--- src/rtl/ex_muldiv_pkg.sv ---
// Shared op-codes, FSM encodings and op-decode helpers for the EX-stage multiply/divide unit.
package ex_muldiv_pkg;

  localparam int unsigned MD_WIDTH_DEF = 32;

  typedef enum logic [2:0] {
    EXE_MD_MULT  = 3'b000,
    EXE_MD_MULTU = 3'b001,
    EXE_MD_MADD  = 3'b010,
    EXE_MD_MADDU = 3'b011,
    EXE_MD_MSUB  = 3'b100,
    EXE_MD_MSUBU = 3'b101,
    EXE_MD_DIV   = 3'b110,
    EXE_MD_DIVU  = 3'b111
  } md_op_e;

  typedef enum logic [2:0] {
    MD_IDLE       = 3'd0,
    MD_MUL        = 3'd1,
    MD_ACC        = 3'd2,
    MD_DIV_ON     = 3'd3,
    MD_DIV_BYZERO = 3'd4,
    MD_DONE       = 3'd5
  } md_state_e;

  // Even op-codes are the signed variants.
  function automatic logic md_is_signed(input md_op_e op);
    return ~op[0];
  endfunction

  function automatic logic md_is_div(input md_op_e op);
    return op[2] & op[1];
  endfunction

  function automatic logic md_is_mul_only(input md_op_e op);
    return ~op[2] & ~op[1];
  endfunction

  function automatic logic md_is_sub(input md_op_e op);
    return op[2] & ~op[1];
  endfunction

endpackage

--- src/rtl/ex_muldiv_if.sv ---
// EX-stage <-> multiply/divide unit request/response bundle.
interface ex_muldiv_if #(
  parameter int unsigned WIDTH = 32
) ();

  logic                       start_i;
  ex_muldiv_pkg::md_op_e      op_i;
  logic [WIDTH-1:0]           opdata1_i;
  logic [WIDTH-1:0]           opdata2_i;
  logic [2*WIDTH-1:0]         hilo_i;
  logic                       annul_i;
  logic [2*WIDTH-1:0]         result_o;
  logic                       ready_o;
  logic                       stallreq_o;

  modport master (
    output start_i, op_i, opdata1_i, opdata2_i, hilo_i, annul_i,
    input  result_o, ready_o, stallreq_o
  );

  modport slave (
    input  start_i, op_i, opdata1_i, opdata2_i, hilo_i, annul_i,
    output result_o, ready_o, stallreq_o
  );

endinterface

--- src/rtl/ex_muldiv_div_iter.sv ---
// One restoring-division step: shift in a dividend bit, trial-subtract the divisor.
module ex_muldiv_div_iter #(
  parameter int unsigned WIDTH = 32
) (
  input  logic [WIDTH:0]   part_i,     // {partial remainder, next dividend bit}
  input  logic [WIDTH-1:0] divisor_i,
  output logic [WIDTH-1:0] rem_c,
  output logic             qbit_c
);

  logic [WIDTH:0] diff;

  // part_i < 2*divisor, so the MSB of the difference is a clean borrow flag.
  always_comb begin
    diff   = part_i - {1'b0, divisor_i};
    qbit_c = ~diff[WIDTH];
    rem_c  = qbit_c ? diff[WIDTH-1:0] : part_i[WIDTH-1:0];
  end

endmodule

--- src/rtl/ex_muldiv.sv ---
// Multi-cycle MULT/MADD/MSUB/DIV unit beside the EX ALU; produces {HI,LO} with a ready pulse.
module ex_muldiv
  import ex_muldiv_pkg::*;
#(
  parameter int unsigned WIDTH = MD_WIDTH_DEF
) (
  input logic        clk,
  input logic        rst,
  ex_muldiv_if.slave bus
);

  localparam int unsigned DW = 2 * WIDTH;
  localparam int unsigned CW = $clog2(WIDTH) + 1;
  localparam logic [CW-1:0] CNT_LAST = CW'(WIDTH - 1);

  if (WIDTH < 8 || (WIDTH % 2) != 0) begin : g_width_chk
    $error("ex_muldiv: WIDTH must be even and at least 8");
  end

  md_state_e        state_q, state_d;
  md_op_e           op_q, op_d;
  logic             sign1_q, sign1_d, sign2_q, sign2_d;
  logic [WIDTH-1:0] mag1_q, mag1_d, mag2_q, mag2_d;
  logic [DW-1:0]    prod_q, prod_d;
  logic [DW-1:0]    work_q, work_d;
  logic [DW-1:0]    result_q, result_d;
  logic [CW-1:0]    cnt_q, cnt_d;
  logic             ready_q, ready_d;

  logic             in_signed, in_sign1, in_sign2;
  logic [DW-1:0]    prod_mag;
  logic [WIDTH-1:0] rem_c;
  logic             qbit_c;
  logic [WIDTH-1:0] quot_fix, rem_fix, op1_raw;

  // work_q holds {partial remainder, dividend bits shifting out / quotient bits shifting in}.
  ex_muldiv_div_iter #(.WIDTH(WIDTH)) u_div_iter (
    .part_i    ({work_q[DW-1:WIDTH], work_q[WIDTH-1]}),
    .divisor_i (mag2_q),
    .rem_c     (rem_c),
    .qbit_c    (qbit_c)
  );

  // Next-state and next-register logic.
  always_comb begin
    state_d  = state_q;
    op_d     = op_q;
    sign1_d  = sign1_q;
    sign2_d  = sign2_q;
    mag1_d   = mag1_q;
    mag2_d   = mag2_q;
    prod_d   = prod_q;
    work_d   = work_q;
    result_d = result_q;
    cnt_d    = cnt_q;
    ready_d  = 1'b0;
    quot_fix = '0;
    rem_fix  = '0;
    op1_raw  = sign1_q ? -mag1_q : mag1_q;

    in_signed = md_is_signed(bus.op_i);
    in_sign1  = in_signed & bus.opdata1_i[WIDTH-1];
    in_sign2  = in_signed & bus.opdata2_i[WIDTH-1];
    prod_mag  = DW'(mag1_q) * DW'(mag2_q);

    unique case (state_q)
      MD_IDLE: begin
        if (bus.start_i && !bus.annul_i) begin
          op_d    = bus.op_i;
          sign1_d = in_sign1;
          sign2_d = in_sign2;
          mag1_d  = in_sign1 ? -bus.opdata1_i : bus.opdata1_i;
          mag2_d  = in_sign2 ? -bus.opdata2_i : bus.opdata2_i;
          cnt_d   = '0;
          if (!md_is_div(bus.op_i)) begin
            state_d = MD_MUL;
          end else if (bus.opdata2_i == '0) begin
            state_d = MD_DIV_BYZERO;
          end else begin
            work_d  = {WIDTH'(0), mag1_d};
            state_d = MD_DIV_ON;
          end
        end
      end

      MD_MUL: begin
        prod_d = (sign1_q ^ sign2_q) ? -prod_mag : prod_mag;
        if (md_is_mul_only(op_q)) begin
          result_d = prod_d;
          ready_d  = 1'b1;
          state_d  = MD_DONE;
        end else begin
          state_d  = MD_ACC;
        end
      end

      MD_ACC: begin
        result_d = md_is_sub(op_q) ? (bus.hilo_i - prod_q) : (bus.hilo_i + prod_q);
        ready_d  = 1'b1;
        state_d  = MD_DONE;
      end

      MD_DIV_ON: begin
        work_d = {rem_c, work_q[WIDTH-2:0], qbit_c};
        cnt_d  = cnt_q + CW'(1);
        if (cnt_q == CNT_LAST) begin
          quot_fix = (sign1_q ^ sign2_q) ? -work_d[WIDTH-1:0] : work_d[WIDTH-1:0];
          rem_fix  = sign1_q ? -work_d[DW-1:WIDTH] : work_d[DW-1:WIDTH];
          result_d = {rem_fix, quot_fix};
          cnt_d    = '0;
          ready_d  = 1'b1;
          state_d  = MD_DONE;
        end
      end

      MD_DIV_BYZERO: begin
        result_d = {op1_raw, {WIDTH{1'b1}}};
        ready_d  = 1'b1;
        state_d  = MD_DONE;
      end

      MD_DONE: state_d = MD_IDLE;

      default: state_d = MD_IDLE;
    endcase

    // Cancel wins over everything: no ready pulse, result_o keeps its last value.
    if (bus.annul_i) begin
      state_d  = MD_IDLE;
      ready_d  = 1'b0;
      result_d = result_q;
    end
  end

  // State and datapath registers.
  always_ff @(posedge clk or negedge rst) begin
    if (!rst) begin
      state_q  <= MD_IDLE;
      op_q     <= EXE_MD_MULT;
      sign1_q  <= 1'b0;
      sign2_q  <= 1'b0;
      mag1_q   <= '0;
      mag2_q   <= '0;
      prod_q   <= '0;
      work_q   <= '0;
      result_q <= '0;
      cnt_q    <= '0;
      ready_q  <= 1'b0;
    end else begin
      state_q  <= state_d;
      op_q     <= op_d;
      sign1_q  <= sign1_d;
      sign2_q  <= sign2_d;
      mag1_q   <= mag1_d;
      mag2_q   <= mag2_d;
      prod_q   <= prod_d;
      work_q   <= work_d;
      result_q <= result_d;
      cnt_q    <= cnt_d;
      ready_q  <= ready_d;
    end
  end

  assign bus.result_o   = result_q;
  assign bus.ready_o    = ready_q;
  // Stall is combinational so EX holds in the same cycle the request is accepted.
  assign bus.stallreq_o = rst &&
                          ((state_q == MD_IDLE && bus.start_i && !bus.annul_i) ||
                           (state_q != MD_IDLE && state_q != MD_DONE));

endmodule

--- src/flat_wrapper.sv ---
// flat-port wrapper written by rule: the top's interface ports become plain ports
module ex_muldiv_flat import ex_muldiv_pkg::*;
#(
  parameter int unsigned WIDTH = MD_WIDTH_DEF
)
  (clk, rst, bus_start_i, bus_op_i, bus_opdata1_i, bus_opdata2_i, bus_hilo_i, bus_annul_i, bus_result_o, bus_ready_o, bus_stallreq_o);
  ex_muldiv_if #(.WIDTH(WIDTH)) bus_i ();
  input logic clk;
  input logic rst;
  input wire logic [$bits(bus_i.start_i)-1:0] bus_start_i;
  input wire logic [$bits(bus_i.op_i)-1:0] bus_op_i;
  input wire logic [$bits(bus_i.opdata1_i)-1:0] bus_opdata1_i;
  input wire logic [$bits(bus_i.opdata2_i)-1:0] bus_opdata2_i;
  input wire logic [$bits(bus_i.hilo_i)-1:0] bus_hilo_i;
  input wire logic [$bits(bus_i.annul_i)-1:0] bus_annul_i;
  output wire logic [$bits(bus_i.result_o)-1:0] bus_result_o;
  output wire logic [$bits(bus_i.ready_o)-1:0] bus_ready_o;
  output wire logic [$bits(bus_i.stallreq_o)-1:0] bus_stallreq_o;
  assign bus_i.start_i = bus_start_i;
  assign bus_i.op_i = bus_op_i;
  assign bus_i.opdata1_i = bus_opdata1_i;
  assign bus_i.opdata2_i = bus_opdata2_i;
  assign bus_i.hilo_i = bus_hilo_i;
  assign bus_i.annul_i = bus_annul_i;
  assign bus_result_o = bus_i.result_o;
  assign bus_ready_o = bus_i.ready_o;
  assign bus_stallreq_o = bus_i.stallreq_o;
  ex_muldiv #(.WIDTH(WIDTH)) u_core (.clk(clk), .rst(rst), .bus(bus_i));
endmodule
--- config.mk ---
export PLATFORM = sky130hd
export DESIGN_NAME = ex_muldiv_flat
export DESIGN_NICKNAME = d
export VERILOG_FILES = /design/src/rtl/ex_muldiv_pkg.sv /design/src/rtl/ex_muldiv_if.sv /design/src/rtl/ex_muldiv_div_iter.sv /design/src/rtl/ex_muldiv.sv /design/src/flat_wrapper.sv
export SDC_FILE = /design/constraint.sdc
export NUM_CORES = 2
export LEC_CHECK = 0
export BUFFER_PORTS_ARGS = -buffer_cell sky130_fd_sc_hd__buf_2
export CAP_MARGIN = 0
export CORE_MARGIN = 1.5
export CORE_UTILIZATION = 66
export CTS_CLUSTER_DIAMETER = 80
export DETAILED_ROUTE_END_ITERATION = 8
export PLACE_DENSITY_LB_ADDON = 0.12
export SETUP_SLACK_MARGIN = 0.05
export SLEW_MARGIN = 20
export SYNTH_ARGS = -nofsm -noshare
export SYNTH_HDL_FRONTEND = slang
export SYNTH_SLANG_ARGS = --single-unit
--- constraint.sdc ---
create_clock -name clk -period 9.8 [get_ports clk]
set_clock_uncertainty 0.2 [all_clocks]
set_input_delay 1.47 -clock clk [delete_from_list [all_inputs] [get_ports clk]]
set_output_delay 1.47 -clock clk [all_outputs]
set_load 0.05 [all_outputs]
# After elaboration in Yosys (flattened, before gate mapping)
# Cells that the tools add are included.
[totals]
reg_bits = 271
inputBits = 135
output_inout_bits = 66
word_cells = 93
[classes]
addsub = 10
mul = 1
n_eq_ne = 13
muxes = 29
n_bitwise = 11
n_reduce_logical = 18
[ops]
columns = ["operator", "count"]
rows = [
  ["64-bit 2-to-1 mux", 7],
  ["64-bit one-hot mux with 4 select lines", 1],
  ["32-bit 2-to-1 mux", 6],
  ["32-bit negator", 5],
  ["64-bit one-hot mux with 2 select lines", 1],
  ["64-bit adder", 1],
  ["32-bit by 32-bit multiplier with 64-bit output", 1],
  ["64-bit negator", 1],
  ["64-bit subtractor", 1],
  ["33-bit by 32-bit subtractor with 33-bit output", 1],
  ["32-bit logical NOT", 1],
  ["3-bit 2-to-1 mux", 6],
  ["6-bit 2-to-1 mux", 2],
  ["3-bit one-hot mux with 4 select lines", 1],
  ["6-bit one-hot mux with 2 select lines", 1],
  ["2-bit by 1-bit inequality test with 1-bit output, second input constant", 4],
  ["4-bit AND reduction", 2],
  ["6-bit by 1-bit adder with 6-bit output, second input constant", 1],
  ["3-bit by 2-bit equality test with 1-bit output, second input constant", 2],
  ["6-bit by 5-bit equality test with 1-bit output, second input constant", 1],
  ["3-bit by 2-bit inequality test with 1-bit output, second input constant", 2],
  ["2-bit AND reduction", 3],
  ["1-bit AND", 5],
  ["1-bit logical AND", 5],
  ["other kinds (15)", 21],
]

# Depth between registers and ports, before layout
[logic_depth]
ltp_word = 7
depth_mapped = 33
ltp_nobuf = 29

# Modules after synthesis
# From an unflattened synthesis, not the netlist that was laid out.
[hier_totals]
cells_unflattened = 6880
hier_area_um2 = 57988.1
[by_module_without_submodules]
columns = ["module", "n_inst", "cells_per_inst", "area_per_inst_um2", "seq_area_each_um2"]
rows = [
  ["ex_muldiv", 1, 6575, 55629.6, 6756.5],
  ["ex_muldiv_div_iter", 1, 305, 2358.5, 0.0],
]

# Worst setup path after synthesis
# No wires, ideal clock.
[synth_timing]
kind = "register to register"
startpoint = "reg u_core.mag1_q[25]"
endpoint = "reg u_core.result_q[52], in the netlist u_core.bus.result_o[52]"
setup_time_ps = 126
t_arrival_ps = 8436
required_ps = 9474
path_slack_ps = 1038
path_stages_with_launch = 31
n_path_buf = 4
period_less_slack_ps = 8762
cell_sequence = "dfrtp_1 -> clkbuf_1 -> buf_1 -> nand2_1 -> fa_1 -> fa_1 -> fa_1 -> fa_1 -> inv_1 -> fa_1 -> fa_1 -> fa_1 -> inv_1 -> fa_1 -> inv_1 -> ha_1 -> clkbuf_1 -> a21oi_1 -> o21ai_0 -> or2_2 -> or3_1 -> o311a_1 -> o311a_1 -> a2111oi_4 -> and2_1 -> and4_1 -> clkbuf_1 -> a31o_1 -> xor2_1 -> nor2_1 -> o32a_1"
[synth_between]
elab_chain_cells = 5
[synth_rtl]
columns = ["item", "line_no", "source"]
rows = [
  ["start, declared", "ex_muldiv.sv:23", "logic [WIDTH-1:0] mag1_q, mag1_d, mag2_q, mag2_d;"],
  ["start signal, assigned", "ex_muldiv.sv:154", "mag1_q <= mag1_d;"],
  ["32-bit by 32-bit multiplier with 64-bit output *", "ex_muldiv.sv:64", "prod_mag = DW'(mag1_q) * DW'(mag2_q);"],
  ["64-bit negator", "ex_muldiv.sv:87", "prod_d = (sign1_q ^ sign2_q) ? -prod_mag : prod_mag;"],
  ["64-bit 2-to-1 mux *", "ex_muldiv.sv:87", ""],
  ["64-bit 2-to-1 mux *", "ex_muldiv.sv:88", "if (md_is_mul_only(op_q)) begin"],
  ["64-bit one-hot mux with 4 select lines *", "ex_muldiv.sv:66", "unique case (state_q)"],
  ["end signal, assigned", "ex_muldiv.sv:158", "result_q <= result_d;"],
  ["end, declared", "ex_muldiv.sv:26", "logic [DW-1:0] result_q, result_d;"],
]
# Mark *: on every way between the ends. The rest lies on a longest branch, timed or not. The select of a mux whose other input is x is not followed.
# A chain may end at the register's enable or synchronous reset.

# Final worst setup path
[layout_timing]
startpoint = "reg u_core.mag2_q[16]"
endpoint = "reg u_core.result_q[52], in the netlist u_core.bus.result_o[52]"
[layout_between]
elab_chain_cells = 6
word_cells_on_any_way = 10
classes_between = "3 x add/sub; 1 x mul; 6 x mux"
[layout_rtl]
columns = ["item", "line_no", "source"]
rows = [
  ["start, declared", "ex_muldiv.sv:23", ""],
  ["start signal, assigned", "ex_muldiv.sv:155", "mag2_q <= mag2_d;"],
  ["parallel branches: the longest is 5 deep, another holds 32-bit by 32-bit multiplier with 64-bit output", "--", ""],
  ["64-bit one-hot mux with 4 select lines *", "ex_muldiv.sv:66", ""],
]
# Every way passes the cells marked *. The select of a mux whose other input is x is not followed.

==> flow_summary.toml <==
[cells_and_area]
final_cell_mix = "nand2_1, inv_1, fa_1"
nNetsFinal = 8483
n_fill_cell = 6529
final_common_cell = "nand2_1"
multi_input_area_um2 = 46100
area_growth_pct = 8.20
drive_gt1_share_pct = 9.32
register_area_um2 = 6780

[timing]
maxSlewHeadroom_pct = 11.2
fin_setup_tns_ns = 0
hold_violations = 0
min_period_over_period_pct = 97.5
min_period_ns = 9.56
slew_violations = 0
fmax_ghz = 0.105
rsz0062_at_grt = "no"
setup_viol = 0
worst_slew_pin_slew_ns = 1.32

[clock_network]
clockBufferDepth = 3
cts_tree = "yes"
htree_levels = 2
cts_root_buf = "clkbuf_16"
cts_buffers = 37
clkLatencyLatePin_ns = 0.59
cts.sinks = 270
clkTransAtPathRegs_ns = 0.07
postCtsSetupRepairBufs = 0

[floorplan]
io_pins = 201
coreArea_um2 = 86900
die_y_um = 299
core.rowCount = 108
die_w_um = 299
die_area_um2 = 89600
initial_core_util_pct = 66.7

[drt]
drtIter0Drc = 6061
drt_wl_total_um = 207000
wl_per_cell_um = 25.0
first_pass_iters = 8
ant_nets = 0
drcViolationCount = 0
vias = 52716
avgViaCountPerCell = 6.37

[logic_synthesis]
seq_area_frac_synth_pct = 11.7
synth_warnings = 0
syn-num-nets = 8386
synth_top_family_by_area = "adder cells"
synth_edf_count = 0
synthSimpleGateAreaFrac_pct = 19.8
synth-compound-area-share_pct = 13.8
synth_async_sr_flop_share_pct = 100
synthXorXnorAreaFrac_pct = 6.04
synth_fa_ha_area_share_pct = 38.9
ys_top_cells_by_area = "fa_1, dfrtp_1, ha_1"
yosys.area.top_type_share_pct = 31.0
yosysTopAreaCell = "fa_1"
avgSynthCellArea_um2 = 8.30
synthMuxAreaShare_pct = 0.814
syn_inst = 6987
synth_flop_cell = "dfrtp_1"
syn_area_um2 = 58000
synth_cell_types = 100
ys_seq_elements = 270

[global_route]
grt_pass1_wl_um = 314000
antenna_found_initial = 19
grt_pass1_vias = 53427
globalRouteTotalUtil_pct = 46.3
grt_start_max_net_pins = 102
grt-ovfl-total = 0

[worst_setup_path]
critPathKind = "flip-flop to flip-flop"
cpPeakStageDelay_ns = 0.63
crit_fanout = 12
cp_common_cell = "fa_1"
cp_top_family = "adder cells"
crit_path_end_kind = "flip-flop"
worstSetupStartpointType = "flip-flop"
critPathSlowestCell = "dfrtp_1"
cp.arrival_ns = 9.81
required_ns = 10.06
worst-path-buf-inv = 4

[placement]
port-buffer-count = 200
dp_hpwl_um = 171000
place.gp.congestion = 1.03

[flow_run]
max_cap_viol_count = 0

[min_path]
hp-class = "flip-flop to flip-flop"

[status]
outcome = "completed"
==> registers in the layout, summed over array words and instances, names as in the netlist <==
register / count
u_core.work_q: 64
u_core.mag1_q: 32
u_core.mag2_q: 32
u_core.cnt_q: 6
u_core.sign1_q: 1
u_core.state_q: 3
u_core.op_q: 2
u_core.prod_q: 64
u_core.bus.ready_o: 1
u_core.bus.result_o: 64
u_core.sign2_q: 1
==> per-stage QoR <==
step                      util (%)  hold slack [ns]  setup slack [ns]  cell area, um2  std cells
after floorplan                  -            0.246              1.04           58000       6987
after global placement        70.5            0.247             0.283           61200       8199
after detailed placement      70.5            0.251            0.0814           61200       8199
after CTS                     72.0            0.264            0.0958           62600       8265
after global routing          72.2            0.294            0.0620           62700       8271
final                         72.2            0.258             0.243           62700       8280
==> repair_timing <==
action / 4_1_cts / 5_1_grt
hold buffers: 0 / 0
resized for setup: 1 / 30
setup endpoints to repair: 2 / 39
==> layout make-up <==
cell class	count	share of cell area, %
well taps	1155	2.30
repair buffers	491	5.51
flip-flops and latches	270	10.8
inverters	947	5.67
multi-input cells	5337	73.5
clock inverters	22	0.569
clock buffers	44	1.57
diodes	14	0.0559
==> worst reg2reg max path, delay by kind of cell (launching register included) <==
kind | cells | cell delay [ns]
DFF | 1 | 0.63
AOI/OAI and AO/OA | 8 | 2.74
adders and majority gates | 9 | 4.35
buffers and inverters | 4 | 0.54
xor gates and xnor gates | 1 | 0.16
and+or+nand+nor | 4 | 0.81
==> Yosys cell counts, drive strengths merged (77+ instances only) <==
cell type	instances
nor3	77
xnor2	235
ha	366
a21oi	339
inv	946
fa	898
clkbuf	381
xor2	165
and2	583
nor2	355
o21ai	395
dfrtp	270
nand2	983
==> metal layers <==
metal | part of all wire, % | wire [um] | global-route usage (%)
met4 | 5.6 | 11600 | 21.7
met3 | 13 | 27400 | 14.0
met2 | 44 | 91000 | 71.2
met5 | 0.12 | 250 | 0
met1 | 37 | 76900 | 60.4
==> cell families after synthesis <==
kind of cell / Yosys count
simple gates: 2365
buf+inv: 1380
fa+ha+maj: 1264
compound gates: 1262
flops: 270
xor+xnor: 400
mux: 46
==> worst paths after layout <==
check / startpoint / to / slack (ns) / cells after the start
hold reg to reg: u_core.bus.result_o[27] / u_core.bus.result_o[27] / 0.26 / 2
setup reg to reg: u_core.mag2_q[16] / u_core.bus.result_o[52] / 0.24 / 26
min in group asynchronous: rst / u_core.prod_q[21] / 0.72 / 1
setup / recovery: u_core.mag2_q[16] / u_core.bus.result_o[52] / 0.24 / 26
hold / removal: u_core.bus.result_o[27] / u_core.bus.result_o[27] / 0.26 / 2
max in group asynchronous: rst / u_core.mag2_q[12] / 7.15 / 2
Power is not shown: default switching activity piles up to over one toggle a cycle in this logic, so the estimate is an artifact.
